--- config.mk ---
export PLATFORM = sky130hd
export DESIGN_NAME = mux4_rr_arbiter
export DESIGN_NICKNAME = d
export VERILOG_FILES = /design/src/rtl/mux4_rr_arbiter.sv
export SDC_FILE = /design/constraint.sdc
export NUM_CORES = 1
export LEC_CHECK = 0
export CORE_MARGIN = 5
export CORE_UTILIZATION = 42
export CTS_BUF_LIST = sky130_fd_sc_hd__clkbuf_8
export DETAILED_ROUTE_END_ITERATION = 10
export MAX_ROUTING_LAYER = met4
export PLACE_DENSITY = 0.8
export SYNTH_ARGS = -nofsm -noshare
export SYNTH_HDL_FRONTEND = slang
export SYNTH_SLANG_ARGS = --single-unit
--- constraint.sdc ---
create_clock -name clk -period 2.25 [get_ports clk]
set_input_delay 0.45 -clock clk [delete_from_list [all_inputs] [get_ports clk]]
set_output_delay 0.45 -clock clk [all_outputs]
set_load 0.005 [all_outputs]
--- src/rtl/mux4_rr_arbiter.sv ---
// Round-robin owner of a shared 4:1 bit mux with registered grant, select and data.
// Optional per-owner hold limit compiled in with `define MUX_ARB_HOLD_LIMIT_EN.
module mux4_rr_arbiter #(
  parameter int MAX_HOLD = 8,
  parameter int CNT_W    = 8
) (
  input  logic       clk,
  input  logic       rst_n,
  input  logic [3:0] req,
  input  logic [3:0] din,
  output logic [3:0] gnt,
  output logic [1:0] sel,
  output logic       y,
  output logic       busy
);

  typedef enum logic {IDLE = 1'b0, GRANT = 1'b1} state_t;

  state_t     state_q, state_d;
  logic [3:0] gnt_q, gnt_d;
  logic [1:0] sel_q, sel_d;
  logic [1:0] last_q, last_d;
  logic       y_q, y_d;

  logic [3:0] others;
  logic [3:0] mask;
  logic [1:0] win;
  logic [1:0] idx;
  logic       found;
  logic       hold_expired;

  if (MAX_HOLD < 2 || MAX_HOLD > 255) begin : g_bad_max_hold
    $error("MAX_HOLD must be in 2..255");
  end
  if ((1 << CNT_W) <= MAX_HOLD) begin : g_bad_cnt_w
    $error("CNT_W too narrow for MAX_HOLD");
  end

`ifdef MUX_ARB_HOLD_LIMIT_EN
  logic [CNT_W-1:0] cnt_q, cnt_d;
  assign hold_expired = (cnt_q == CNT_W'(MAX_HOLD - 1));
`else
  assign hold_expired = 1'b0;
`endif

  // The current owner is excluded from the search so a rotation never re-picks it.
  assign others = req & ~gnt_q;
  assign mask   = (state_q == GRANT) ? others : req;

  always_comb begin
    found = 1'b0;
    win   = last_q;
    idx   = last_q;
    for (int k = 1; k <= 4; k++) begin
      idx = last_q + 2'(k);
      if (!found && mask[idx]) begin
        found = 1'b1;
        win   = idx;
      end
    end
  end

  always_comb begin
    state_d = state_q;
    gnt_d   = gnt_q;
    sel_d   = sel_q;
    last_d  = last_q;
    y_d     = 1'b0;
`ifdef MUX_ARB_HOLD_LIMIT_EN
    cnt_d   = cnt_q;
`endif
    case (state_q)
      IDLE: begin
        if (found) begin
          state_d = GRANT;
          gnt_d   = 4'(1) << win;
          sel_d   = win;
          last_d  = win;
          y_d     = din[win];
`ifdef MUX_ARB_HOLD_LIMIT_EN
          cnt_d   = '0;
`endif
        end
      end
      GRANT: begin
        if (req[sel_q] && !(hold_expired && (others != 4'b0000))) begin
          y_d = din[sel_q];
`ifdef MUX_ARB_HOLD_LIMIT_EN
          if (!hold_expired) cnt_d = cnt_q + 1'b1;
`endif
        end else if (found) begin
          gnt_d  = 4'(1) << win;
          sel_d  = win;
          last_d = win;
          y_d    = din[win];
`ifdef MUX_ARB_HOLD_LIMIT_EN
          cnt_d  = '0;
`endif
        end else begin
          state_d = IDLE;
          gnt_d   = 4'b0000;
        end
      end
      default: begin
        state_d = IDLE;
        gnt_d   = 4'b0000;
      end
    endcase
  end

  always_ff @(posedge clk or negedge rst_n) begin
    if (!rst_n) begin
      state_q <= IDLE;
      gnt_q   <= 4'b0000;
      sel_q   <= 2'd0;
      last_q  <= 2'd3;
      y_q     <= 1'b0;
    end else begin
      state_q <= state_d;
      gnt_q   <= gnt_d;
      sel_q   <= sel_d;
      last_q  <= last_d;
      y_q     <= y_d;
    end
  end

`ifdef MUX_ARB_HOLD_LIMIT_EN
  always_ff @(posedge clk or negedge rst_n) begin
    if (!rst_n) cnt_q <= '0;
    else        cnt_q <= cnt_d;
  end
`endif

  assign gnt  = gnt_q;
  assign sel  = sel_q;
  assign y    = y_q;
  assign busy = (state_q == GRANT);

endmodule

==> impl_results.md <==
* Final Instance Count excl. Fillers at between 100 and 150
* Num CTS Buffers at 3
* Largest net degree at the start of global routing at 11
* Syn Area/Cell at between 10 and 15 um2
* Routed vias/inst at ~5.6
* Post-synthesis sequential area ratio at 0.4048
* Initial core utilization at 0.4294
* Yosys cell types at 28
* Clock Sinks at 10
* IO Count at 18
* Async set-reset flop share out of synthesis at 1.000
* Crit path from: req[2]
* Final setup violation count at 0
* Die ar. at 2358 um2
* Critical path endpoint category: register
* Stages on the worst setup path at 7
* RePlAce Congestion at roughly 0.80
* Post-DP HPWL at ~1200 um
* Drt drc at 0
* Pre-CTS setup slack at -0.2169 ns
* Max-cap violation count at 0
* Placed instance count at 100
* Peak Freq at about 470 MHz
* Final hold vios at 0
* First drt pass iteration count at 4
* Startpoint Class: input pin
* R2r setup slk at between 0.3 and 0.4 ns
* Syn_nets at 72
* Post-layout instance area at about 910 um2
* Unrepaired setup endpoints after global routing: no
* Gr busiest metal: met2
* CP Data Required Time at approximately 2.4 ns
* Vias in the first global route at 548
* Crit path capture: y
* EDFF count, synth at 0
* Top cell family by delay on the critical path: simple AND/OR/NAND/NOR gates
* Routing usage on met3 at 0.03681
* Worst Path Max Fanout at 7
* Slowest library cell on the worst path: or4_4
* RR Startpoint: busy
* Overflow after GRT at 0
* Routed len/inst at 15.57 um
* Share of cells above drive strength 1 at 0.2727
* Top post-synthesis cells by area: dfrtp_1, dfstp_2, nand2_1, mux4_1, mux4_4
* Hold WC Path Type: register to register
* Total track usage at 0.1444
* Hold Buf Count CTS at 0
* Worst endpoint data arrival time at 2.25 ns
* P per Cell Area at 1404 nW/um2
* Most used DFF post-synth: dfrtp_1
* H-Tree Depth at 1
* Post-layout nets at 99
* Met1 usage at 0.1916
* Post-CTS setup buffers at 0
* Ant diodes at 0
* Post-synth top cells: nand2_1, dfrtp_1, o21ai_0
* Clk_lat worst skew at 0.24 ns
* Overall via count from detail_route at 580
* Syn-to-layout area delta at 45.09%
* Die Ht at 48.56 um
* Placed cell area at 850.8 um2
* Status: finished clean
* Most frequent cell after synthesis: nand2_1
* Slew at the pin closest to its max-slew limit at around 0.47 ns
* Yosys warning total at 0
* Mapped Area at between 600 and 700 um2
* Final Skew at about 0.0021 ns
* Buf/Inv on CP at 1
* M2 GR Usage at 0.2043
* Pins Over Slew Limit at 0
* PortBufs at 17
* Headroom to the max-slew limit at 0.6889
* VDD IR-drop max at 574.3 uV
* Worst-path clk slew at approximately 0.05 ns
* Worst Hold Depth at 2
* CTS root buf: clkbuf_8
* Util after Layout at 0.6231
* Cell taking the most area after synthesis: dfrtp_1
* Routed Antenna Nets at 0
* Worst-path cell chain: clkdlybuf4s50_1 -> nor2_1 -> o2111ai_1 -> o31ai_1 -> or4_4 -> mux2i_1 -> o221ai_2
* Antenna violations before repair at 0
* Setup Crit Path Kind: input pin to register
* Lkg Pwr at just under 0.4 nW
* Bufs on Longest Clock Path at 2
* Row count at 14
* Reg2Reg Depth at 6
* Drt initial violations at 12
* Slowest stage delay, CP at approximately 0.6 ns
* Yosys reg bits at 10
* CTS tree: yes
* Die width at 48.56 um
* FILL cells at roughly 130
* Area of the core at ~1500 um2
* Final WS setup at ~0.12 ns
* Post-synth top area share at 0.3206
* R2r endpoint: y
* First-pass GRT wire length at 2622 um
* Mapped Cells at 62
* Minimum clock period at roughly 2.1 ns
* Crit share post-route at 0.9487
* Routed WL at 1619 um
layout by cell type (no fill, tap or decap):
| master | n |
|---|---|
| a21bo_2 | 2 |
| inv_1 | 4 |
| o2111ai_1 | 1 |
| clkbuf_8 | 4 |
| a21boi_0 | 3 |
| o21ai_0 | 4 |
| o21ai_2 | 1 |
| o211a_1 | 1 |
| o31ai_1 | 1 |
| or4_4 | 1 |
| o221ai_1 | 1 |
| buf_4 | 7 |
| clkdlybuf4s50_1 | 17 |
| or2_2 | 1 |
| o41ai_1 | 1 |
| nand3_1 | 1 |
| dfrtp_1 | 8 |
| o221ai_2 | 1 |
| mux4_4 | 1 |
| a21oi_1 | 2 |
| nand2_1 | 9 |
| nor2_1 | 3 |
| or2b_2 | 1 |
| mux4_2 | 1 |
| dfstp_2 | 2 |
| nand2b_1 | 3 |
| o21ai_1 | 1 |
| mux2i_1 | 2 |
| nor3_1 | 2 |
| mux2_2 | 2 |
per-stage QoR:
| step | hold slack, ns | TNS [ns] | total power [mW] |
|---|---|---|---|
| floorplan | 0.1544 | 0 | 0.7293 |
| global placement | 0.4971 | -0.8618 | 1.006 |
| detailed placement | 0.5131 | -1.146 | 1.016 |
| CTS | 0.5243 | 0 | 1.255 |
| global route | 0.5718 | 0 | 1.358 |
| finish | 0.5164 | 0 | 1.272 |
registers in the layout (all words and copies together) (netlist names):
| register | cells |
|---|---|
| last_q | 2 |
| y | 1 |
| busy | 1 |
| gnt | 4 |
| sel | 2 |
final cells by class:
class,count,area (um2),share of cell area
inverter,4,15.01,0.01657
clock buffer,4,55.05,0.06077
multi-input combinational,46,340.3,0.3757
tap,16,20.02,0.02210
sequential,10,252.7,0.2790
timing repair buffer,24,222.7,0.2459
tightest hold or removal path: stages (launching register included):
cell	delay, ns
dfrtp_1	0.36
nand2_1	0.05
o21ai_0	0.06
routing by layer:
metal	vias up	routed length [um]
li1	277	-
met1	279	743
met2	20	765
met3	4	85
met4	0	24
met5	-	0
repair_timing:
action	CTS	global route
resized for setup	0	3
endpoints found under the setup margin	0	4
endpoints found under the hold margin	0	0
worst min-delay path by stage:
stage	slack, ns	end	start
3_3_place_gp	0.50	gnt[1]	gnt[1]
6_report	0.52	gnt[1]	gnt[1]
2_1_floorplan	0.15	busy	rst_n
4_1_cts	0.52	gnt[1]	gnt[1]
3_5_place_dp	0.51	gnt[1]	gnt[1]
5_1_grt	0.57	gnt[3]	rst_n
power breakdown:
| group | internal [mW] | switching (mW) | total (mW) |
|---|---|---|---|
| sequential | 0.275 | 0.0865 | 0.361 |
| combinational | 0.395 | 0.283 | 0.678 |
| clock | 0.154 | 0.0777 | 0.232 |
cell families after synthesis:
family	share of synthesized area
simple gates	0.1623
compound gates	0.2325
flops	0.4048
mux	0.1503
buf+inv	0.05008
No activity file was read; power rests on OpenSTA's default activity.
